===== src/rtl/dbg_spi_master.sv =====
// Host-side SPI mode-0 master for the FPGA debug port: runs the flash-read
// transaction (command, 3 address bytes, status polling, data fetch), one SS frame per byte.
module dbg_spi_master #(
    parameter int CLK_DIV    = 4,
    parameter int GAP_CYCLES = 16,
    parameter int POLL_LIMIT = 64
) (
    input  logic        clk,
    input  logic        resetn,
    input  logic        req,
    input  logic [23:0] addr,
    output logic        busy,
    output logic        done,
    output logic [7:0]  data,
    output logic [1:0]  err_code,
    output logic        spi_sclk,
    output logic        spi_mosi,
    input  logic        spi_miso,
    output logic        spi_ss
);

    localparam int CNT_MAX = (CLK_DIV > GAP_CYCLES) ? CLK_DIV : GAP_CYCLES;
    localparam int CW      = $clog2(CNT_MAX + 1);

    typedef enum logic [2:0] {
        E_IDLE, E_SETUP, E_SHIFT, E_HOLD, E_GAP
    } eng_e;

    typedef enum logic [3:0] {
        S_IDLE, S_CMD, S_A2, S_A1, S_A0, S_P0, S_POLL, S_FETCH, S_DONE, S_ERR
    } seq_e;

    eng_e          eng_q, eng_d;
    seq_e          seq_q, seq_d;
    logic [CW-1:0] cnt_q, cnt_d;
    logic [2:0]    bit_q, bit_d;
    logic          high_q, high_d;
    logic [7:0]    tx_q, tx_d;
    logic [7:0]    rx_q, rx_d;
    logic          miso_s1_q, miso_s2_q;
    logic [23:0]   addr_q, addr_d;
    logic [7:0]    poll_q, poll_d;
    logic [7:0]    data_q, data_d;
    logic [1:0]    err_q, err_d;

    logic          div_end;
    logic          frame_end;
    logic          frame_start;
    logic [7:0]    tx_next;

    assign div_end   = (cnt_q == CW'(CLK_DIV - 1));
    assign frame_end = (eng_q == E_GAP) && (cnt_q == CW'(GAP_CYCLES - 1));

    always_ff @(posedge clk or negedge resetn) begin
        if (!resetn) begin
            eng_q     <= E_IDLE;
            seq_q     <= S_IDLE;
            cnt_q     <= '0;
            bit_q     <= 3'd0;
            high_q    <= 1'b0;
            tx_q      <= 8'h00;
            rx_q      <= 8'h00;
            miso_s1_q <= 1'b0;
            miso_s2_q <= 1'b0;
            addr_q    <= 24'h000000;
            poll_q    <= 8'd0;
            data_q    <= 8'h00;
            err_q     <= 2'd0;
        end else begin
            eng_q     <= eng_d;
            seq_q     <= seq_d;
            cnt_q     <= cnt_d;
            bit_q     <= bit_d;
            high_q    <= high_d;
            tx_q      <= tx_d;
            rx_q      <= rx_d;
            miso_s1_q <= spi_miso;
            miso_s2_q <= miso_s1_q;
            addr_q    <= addr_d;
            poll_q    <= poll_d;
            data_q    <= data_d;
            err_q     <= err_d;
        end
    end

    // Sequencer decisions are taken on the last GAP cycle, so a frame always completes first.
    always_comb begin
        seq_d  = seq_q;
        addr_d = addr_q;
        poll_d = poll_q;
        data_d = data_q;
        err_d  = err_q;
        case (seq_q)
            S_IDLE: begin
                if (req) begin
                    seq_d  = S_CMD;
                    addr_d = addr;
                    poll_d = 8'd0;
                end
            end
            S_DONE, S_ERR: seq_d = S_IDLE;
            default: begin
                if (frame_end) begin
                    case (seq_q)
                        S_CMD: seq_d = S_A2;
                        S_A2: begin
                            if (rx_q == 8'h03) seq_d = S_A1;
                            else begin seq_d = S_ERR; err_d = 2'd1; end
                        end
                        S_A1: begin
                            if (rx_q == 8'h02) seq_d = S_A0;
                            else begin seq_d = S_ERR; err_d = 2'd1; end
                        end
                        S_A0: begin
                            if (rx_q == 8'h01) seq_d = S_P0;
                            else begin seq_d = S_ERR; err_d = 2'd1; end
                        end
                        S_P0: begin
                            if (rx_q == 8'h00) seq_d = S_POLL;
                            else begin seq_d = S_ERR; err_d = 2'd1; end
                        end
                        S_POLL: begin
                            if (rx_q == 8'hFE) begin
                                if (poll_q + 8'd1 == 8'(POLL_LIMIT)) begin
                                    seq_d = S_ERR;
                                    err_d = 2'd2;
                                end else begin
                                    poll_d = poll_q + 8'd1;
                                end
                            end else if (rx_q == 8'hFF) begin
                                seq_d = S_FETCH;
                            end else begin
                                seq_d = S_ERR;
                                err_d = 2'd3;
                            end
                        end
                        S_FETCH: begin
                            seq_d  = S_DONE;
                            data_d = rx_q;
                            err_d  = 2'd0;
                        end
                        default: ;
                    endcase
                end
            end
        endcase
    end

    always_comb begin
        frame_start = 1'b0;
        if ((seq_q == S_IDLE && req) || frame_end) begin
            frame_start = seq_d inside {S_CMD, S_A2, S_A1, S_A0, S_P0, S_POLL, S_FETCH};
        end
        case (seq_d)
            S_CMD:   tx_next = 8'h01;
            S_A2:    tx_next = addr_q[23:16];
            S_A1:    tx_next = addr_q[15:8];
            S_A0:    tx_next = addr_q[7:0];
            default: tx_next = 8'h00;
        endcase
    end

    // MISO is captured at the end of each SCLK high half so the 2-flop synchronizer
    // delay still lands on the value present at the rising edge.
    always_comb begin
        eng_d  = eng_q;
        cnt_d  = cnt_q;
        bit_d  = bit_q;
        high_d = high_q;
        tx_d   = tx_q;
        rx_d   = rx_q;
        case (eng_q)
            E_IDLE: begin
                if (frame_start) begin
                    eng_d = E_SETUP;
                    cnt_d = '0;
                    tx_d  = tx_next;
                end
            end
            E_SETUP: begin
                if (div_end) begin
                    eng_d  = E_SHIFT;
                    cnt_d  = '0;
                    bit_d  = 3'd0;
                    high_d = 1'b0;
                end else begin
                    cnt_d = cnt_q + 1'b1;
                end
            end
            E_SHIFT: begin
                if (!div_end) begin
                    cnt_d = cnt_q + 1'b1;
                end else begin
                    cnt_d = '0;
                    if (!high_q) begin
                        high_d = 1'b1;
                    end else begin
                        high_d = 1'b0;
                        rx_d   = {rx_q[6:0], miso_s2_q};
                        tx_d   = {tx_q[6:0], 1'b0};
                        if (bit_q == 3'd7) eng_d = E_HOLD;
                        else               bit_d = bit_q + 3'd1;
                    end
                end
            end
            E_HOLD: begin
                if (div_end) begin
                    eng_d = E_GAP;
                    cnt_d = '0;
                end else begin
                    cnt_d = cnt_q + 1'b1;
                end
            end
            E_GAP: begin
                if (frame_end) begin
                    cnt_d = '0;
                    if (frame_start) begin
                        eng_d = E_SETUP;
                        tx_d  = tx_next;
                    end else begin
                        eng_d = E_IDLE;
                    end
                end else begin
                    cnt_d = cnt_q + 1'b1;
                end
            end
            default: eng_d = E_IDLE;
        endcase
    end

    always_comb begin
        spi_ss   = !(eng_q inside {E_SETUP, E_SHIFT, E_HOLD});
        spi_sclk = (eng_q == E_SHIFT) && high_q;
        spi_mosi = (eng_q == E_SETUP || eng_q == E_SHIFT) ? tx_q[7] : 1'b0;
        busy     = (seq_q != S_IDLE);
        done     = (seq_q == S_DONE) || (seq_q == S_ERR);
        data     = data_q;
        err_code = err_q;
    end

endmodule


===== config.mk =====
export PLATFORM = sky130hd
export DESIGN_NAME = dbg_spi_master
export DESIGN_NICKNAME = d
export VERILOG_FILES = /design/src/rtl/dbg_spi_master.sv
export SDC_FILE = /design/constraint.sdc
export NUM_CORES = 1
export LEC_CHECK = 0
export ABC_AREA = 1
export CELL_PAD_IN_SITES_DETAIL_PLACEMENT = 0
export CELL_PAD_IN_SITES_GLOBAL_PLACEMENT = 1
export CORE_MARGIN = 2
export CORE_UTILIZATION = 40
export CTS_CLUSTER_SIZE = 25
export DETAILED_ROUTE_END_ITERATION = 10
export DONT_BUFFER_PORTS = 1
export GPL_ROUTABILITY_DRIVEN = 0
export GPL_TIMING_DRIVEN = 0
export PLACE_DENSITY = 0.64
export SYNTH_ARGS = -nofsm -noshare
export SYNTH_HDL_FRONTEND = slang
export SYNTH_SLANG_ARGS = --single-unit

===== constraint.sdc =====
create_clock -name clk -period 2.9 [get_ports clk]
set_input_delay 0.58 -clock clk [delete_from_list [all_inputs] [get_ports clk]]
set_output_delay 0.58 -clock clk [all_outputs]
set_load 0.02 [all_outputs]

======== Yosys cells after proc, flatten, opt, wreduce, memory -nomap -nowiden ========
Cells that the tools add are included.
storage, ports and cells
  bits in registers ....................... 76
  output and inout port bits .............. 15
  word-level logic and storage cells ...... 151
operators by class
  $add $sub $neg .......................... 3
  reduce and logical (&&, ||, !) cells .... 33
  bitwise operators ....................... 2
  eq/ne operators ......................... 45
  muxes and demuxes ....................... 55
operator list
  cell                   number
  $mux W8                9
  $mux W4                9
  $mux W3                11
  $eq A4 B3 Y1 const B   8
  $pmux W8 S4            1
  $pmux W4 S7            1
  $ne A2 B2 Y1 const B   13
  $pmux W8 S3            1
  $eq A4 B2 Y1 const B   4
  $eq A8 B2 Y1 const B   2
  $eq A8 B8 Y1 const B   2
  $pmux W8 S2            1
  $mux W5                3
  $pmux W3 S5            1
  $pmux W5 S3            1
  $mux W2                7
  $pmux W2 S6            1
  $reduce_and A3 Y1      3
  $reduce_and A9 Y1      1
  $reduce_bool A3 Y1     3
  $add A8 B1 Y8 const B  1
  $eq A4 B1 Y1 const B   2
  $eq A4 B4 Y1 const B   2
  $eq A8 B1 Y1 const B   1
  other kinds (32)       50

======== Depth between registers and ports, before layout ========
  depth in word-level cells ............... 13
  depth in mapped cells ................... 21

======== Worst setup path after synthesis ========
Ideal clock, no wire load.
  path kind ............................... reg-to-reg
  from .................................... register cnt_q[0]
  to ...................................... register tx_q[0]
  path buffers ............................ 0
  period minus slack after synthesis ...... 2341 ps
  slack ................................... 559 ps
  library setup time ...................... 118 ps
  arrival ................................. 2223 ps
  stages on the path, launching flop included .. 21
  cell sequence ........................... dfrtp_1 > ha_1 > inv_1 > nor3_1 > ha_1 > inv_1 > nor2_4 > nand2_2 > clkinv_2 > nand2_2 > inv_1 > nand2_1 > nand2_4 > nor2_4 > nand2_2 > nand2_4 > nand3_4 > nand2_2 > nand2_2 > nand2_1 > nand2_1
on the way
  cells in the longest elaborated chain, start to end .. 10
  elaborated cells on any way between the ends .. 22
RTL lines
  element                                     RTL line  text
  start, declared                             35        logic [CW-1:0] cnt_q, cnt_d;
  start signal, assigned                      72        cnt_q <= cnt_d;
  $eq A5 B4 Y1 (*)                            52        assign frame_end = (eng_q == E_GAP) && (cnt_q == CW'(GAP_CYCLES - 1));
  $logic_and A1 B1 Y1 (*)                     52
  $mux W4 (*)                                 103       if (frame_end) begin
  $pmux W4 S2 (*)                             93        case (seq_q)
  net seq_d[2]                                34        seq_e seq_q, seq_d;
  $eq A4 B1 Y1, or another cell as far along  152, 154
  $reduce_bool A7 Y1                          152       frame_start = seq_d inside {S_CMD, S_A2, S_A1, S_A0, S_P0, S_POLL, S_FETCH};
  $mux W1                                     151       if ((seq_q == S_IDLE && req) || frame_end) begin
  $mux W8 (*)                                 174, 217
  $mux W8                                     215       if (frame_end) begin
  $pmux W8 S3 (*)                             172       case (eng_q)
  end signal, assigned                        75        tx_q <= tx_d;
  end, declared                               38        logic [7:0] tx_q, tx_d;
The timed path passes the listed nets; every way through them passes the cells marked *. The select of a mux whose other input is x is not followed.
A chain may end at the register's enable or synchronous reset.

======== Worst setup path after layout ========
  from .................................... register cnt_q[1]
  to ...................................... register cnt_q[3]
on the way
  cells in the longest elaborated chain, start to end .. 9
  elaborated cells on any way between the ends .. 21
RTL lines
  element                                     RTL line
  $eq A5 B4 Y1                                52
  $logic_and A1 B1 Y1                         52
  $mux W4                                     103
  $pmux W4 S2                                 93
  $eq A4 B1 Y1, or another cell as far along  152
  $reduce_bool A7 Y1                          152
  $mux W1                                     151
  $ne A2 B2 Y1 (no source line)               n/a
  $reduce_and A2 Y1 (no source line)          n/a
Several ways; a longest one is shown, not always the timed one.

==> results.yml <==
run_status:
  status: "completed"
cts:
  clock_sinks: 76
  number_of_h_tree_levels: 3
  cts.clk_slew.worst_paths_ns: 0.08
  clock_tree_from_tritoncts: "yes"
  cts-buffers-inserted: 9
  max-clock-path-buffers: 2
  clockRootBuffer: "clkbuf_8"
  insertion_delay_ns: 0.35
logic_synthesis:
  postSynthCellCount: 480
  ys_seq_elements: 76
  synthesis.area_um2: 4020
  syn-mean-instance-area_um2: 8.375
  synth_sequential_area_ratio_pct: 47.31
  yosysWarningCount: 0
  syn-num-nets: 513
  post_synth_cell_types: 38
critical_path:
  critical_path.top_delay_family: "simple AND/OR/NAND/NOR gates"
  worst-endpoint-required_ns: 3.18
  cp-start-kind: "register"
  cp_num_buf_inv: 3
  cp_common_cell: "nand2_1"
  nature_of_the_critical_path_endpoint: "register"
  path_depth: 20
  path_class: "reg2reg"
  cp_slowest_stage_delay_ns: 0.40
  timing.critical_path.arrival_ns: 2.94
  worstPathCellList: "ha_2 -> inv_1 -> nor3_2 -> ha_1 -> inv_1 -> nor2_4 -> nand2_2 -> clkinv_2 -> nand2_2 -> nor3_2 -> nand2_1 -> a21boi_0 -> nand2_1 -> nand2_2 -> nand2_4 -> nand2_1 -> nand2_2 -> o21ai_2 -> nand2_1 -> nand2_1"
  worstRegToRegCells: 20
  cp_max_fo: 5
  critical-path-slowest-cell: "dfrtp_1"
power:
  fin_total_pwr_mw: 1.840
  pwr-share-clk_pct: 40.3
  irDropWorstVdd_uv: 262.0
  comb_power_share_pct: 1.8
  seqPwrFrac_pct: 57.9
  sw_share_pct: 24.68
  p_per_area_nw_per_um2: 414.1
  cellLeakagePower_nw: 2.243
  internal_power_mw: 1.386
  netSwitchingPower_uw: 454.2
detailed_routing:
  drc: 0
  routed_via_density: 4.922
  detailedRoute.firstPassIterationCount: 4
  vias: 3111
  detail_route.iter0.violations: 111
  drtAntennaViolNets: 0
  routedWlPerCell_um: 13.93
  wl_um: 8805
finish:
  n_antenna_cell: 0
  nNetsFinal: 527
  drive_above_1_share_pct: 18.04
  layout.cells.most_common_list: "nand2_1, dfrtp_1, nand3_1, inv_1"
  instances_no_fill: 632
  layout.area.seq_um2: 1902
  layout-area-overhead-vs-synth_pct: 10.55
  mostFrequentLayoutCell: "nand2_1"
  finish.utilization_pct: 45.47
  layout.filler_cells: 1026
  multi_input_combinational_cell_area_um2: 1916
run:
  maxCapViolCount: 0
timing:
  timing_hold_violations_final: 0
  finalWorstSetupSlack_ns: 0.2485
  slew_viol_final: 0
  timing.final.crit_share_pct: 91.43
  finalSetupViolations: 0
  transition_at_the_pin_with_the_smallest_max_transition_slack_ns: 0.6502
  worst_slew_margin_relative_to_its_limit_pct: 56.42
  max_clock_freq_mhz: 377.1
  rsz0062_at_grt: "false"
  timing.clock.skew_ns: 0.01407
  fin_crit_ns: 2.652
die:
  design.die.area_um2: 10870
  coreArea_um2: 9774
  row_count: 36
  y_dimension_of_the_die_um: 104.3
  top_level_ports: 43
  initial_utilization_pct: 41.13
  dieWidth_um: 104.3
grt:
  grtUsageTotal_pct: 17.05
  grt_start_max_net_pins: 77
  antenna_violations_before_repair: 0
  grt_overflow: 0
  grt_pass1_vias: 3091
  grt_pass1_wl_um: 14940
placed_design:
  dp_cells: 613
  dp_worst_setup_slack_ns: -0.1496
  detailed_place_hpwl_um: 6259
  place.port_buffers: 0
worst_hold_path:
  hold_crit_class: "in2async"
-- flip-flops by register name, indices dropped and copies added (netlist names), 3 cells and up --
signal  count
tx_q        8
cnt_q       5
eng_q       3
bit_q       3
addr_q     24
data        8
poll_q      8
seq_q       4
rx_q        8
-- per-stage QoR --
stage	area (um^2)	hold WS (ns)	setup TNS, ns
global placement	4187	0.2865	-0.9676
global route	4444	0.1291	0
floorplan	4020	0.2844	0
CTS	4400	0.1190	0
detailed placement	4187	0.2871	-0.9805
finish	4444	0.1218	0
-- power groups by stage --
| stage | sequential (mW) | clock [mW] | combinational, mW |
|---|---|---|---|
| floorplan | 1.09 | 0 | 0.00722 |
| global placement | 1.09 | 0 | 0.00871 |
| detailed placement | 1.09 | 0 | 0.00894 |
| CTS | 1.07 | 0.779 | 0.0351 |
| global route | 1.07 | 0.811 | 0.0391 |
| finish | 1.07 | 0.742 | 0.0330 |
-- Yosys cell counts --
| cell | n | share of area (%) |
|---|---|---|
| buf_6 | 1 | 0.28 |
| nand2_2 | 13 | 2.0 |
| ha_1 | 5 | 1.6 |
| inv_1 | 49 | 4.6 |
| dfrtp_1 | 76 | 47 |
| nor2_4 | 3 | 0.84 |
| nor2_2 | 6 | 0.93 |
| nand4_1 | 4 | 0.62 |
| a21oi_2 | 1 | 0.22 |
| buf_2 | 3 | 0.37 |
| a21oi_1 | 5 | 0.62 |
| o21ai_2 | 1 | 0.22 |
| xnor2_1 | 1 | 0.22 |
| o21ai_1 | 2 | 0.25 |
| o22ai_1 | 1 | 0.16 |
| a21oi_4 | 2 | 0.81 |
| nor2_1 | 34 | 3.2 |
| xor2_1 | 1 | 0.22 |
| nand3_2 | 1 | 0.25 |
| buf_1 | 2 | 0.19 |
| mux2_2 | 23 | 6.4 |
| o21ai_0 | 33 | 4.1 |
| inv_2 | 2 | 0.19 |
| nor3_2 | 1 | 0.25 |
| o31ai_1 | 3 | 0.56 |
| nor3_1 | 3 | 0.37 |
| a21boi_0 | 1 | 0.19 |
| o21a_1 | 1 | 0.19 |
| nand2_4 | 4 | 1.1 |
| o21bai_2 | 1 | 0.28 |
| nand3_4 | 2 | 0.87 |
| clkbuf_1 | 3 | 0.28 |
| clkinv_2 | 1 | 0.12 |
| nand3_1 | 54 | 6.7 |
| nor4_1 | 1 | 0.16 |
| nor4_4 | 1 | 0.53 |
| nand2_1 | 133 | 12 |
| nand3b_1 | 2 | 0.37 |
-- worst register-to-register path: cells and delay by family, from the launching register on --
family	cells	cell delay, ns
AND/OR/NAND/NOR	13	1.26
flip-flops	1	0.40
adder cells (fa/ha/maj)	2	0.36
AO/OA/AOI/OAI	2	0.36
buffers and inverters	3	0.21
-- layer usage --
layer	GRT usage, %	vias to the layer above	share of wire (%)
met2	26.17	68	45
met3	4.637	13	5.7
met5	0	-	0
met1	23.59	1453	48
met4	5.116	0	1.2
li1	-	1577	-
-- repair_timing --
item	in CTS	in global routing
cloned	0	0
hold endpoints to repair	76	0
pin swaps	0	2
hold buffers	1	0
gates resized for setup	2	7
endpoints found under the setup margin	9	24
buffers inserted	0	2
-- final timing paths --
path,start,endpoint,slack [ns]
max in group asynchronous,resetn,seq_q[1],2.47
min in group clk,spi_miso,miso_s1_q,0.25
setup / recovery,cnt_q[1],cnt_q[3],0.25
setup reg to reg,cnt_q[1],cnt_q[3],0.25
hold / removal,resetn,cnt_q[3],0.12
hold reg to reg,miso_s1_q,miso_s2_q,0.36
-- cell families after synthesis --
| family | after synthesis | synth area share [%] |
|---|---|---|
| buf+inv | 61 | 6.007 |
| fa+ha+maj | 5 | 1.556 |
| mux | 23 | 6.443 |
| flops | 76 | 47.31 |
| compound gates | 51 | 7.594 |
| xor+xnor | 2 | 0.4358 |
| simple gates | 262 | 30.66 |
-- layout make-up --
class / count / area share [%]
buffer: 9 / 1.014
multi-input combinational: 343 / 43.10
inverter: 52 / 4.420
clock inverter: 6 / 1.098
clock buffer: 10 / 2.872
sequential: 76 / 42.79
tap: 133 / 3.744
timing repair buffer: 3 / 0.9572
Power figures use the tool's default switching activity.
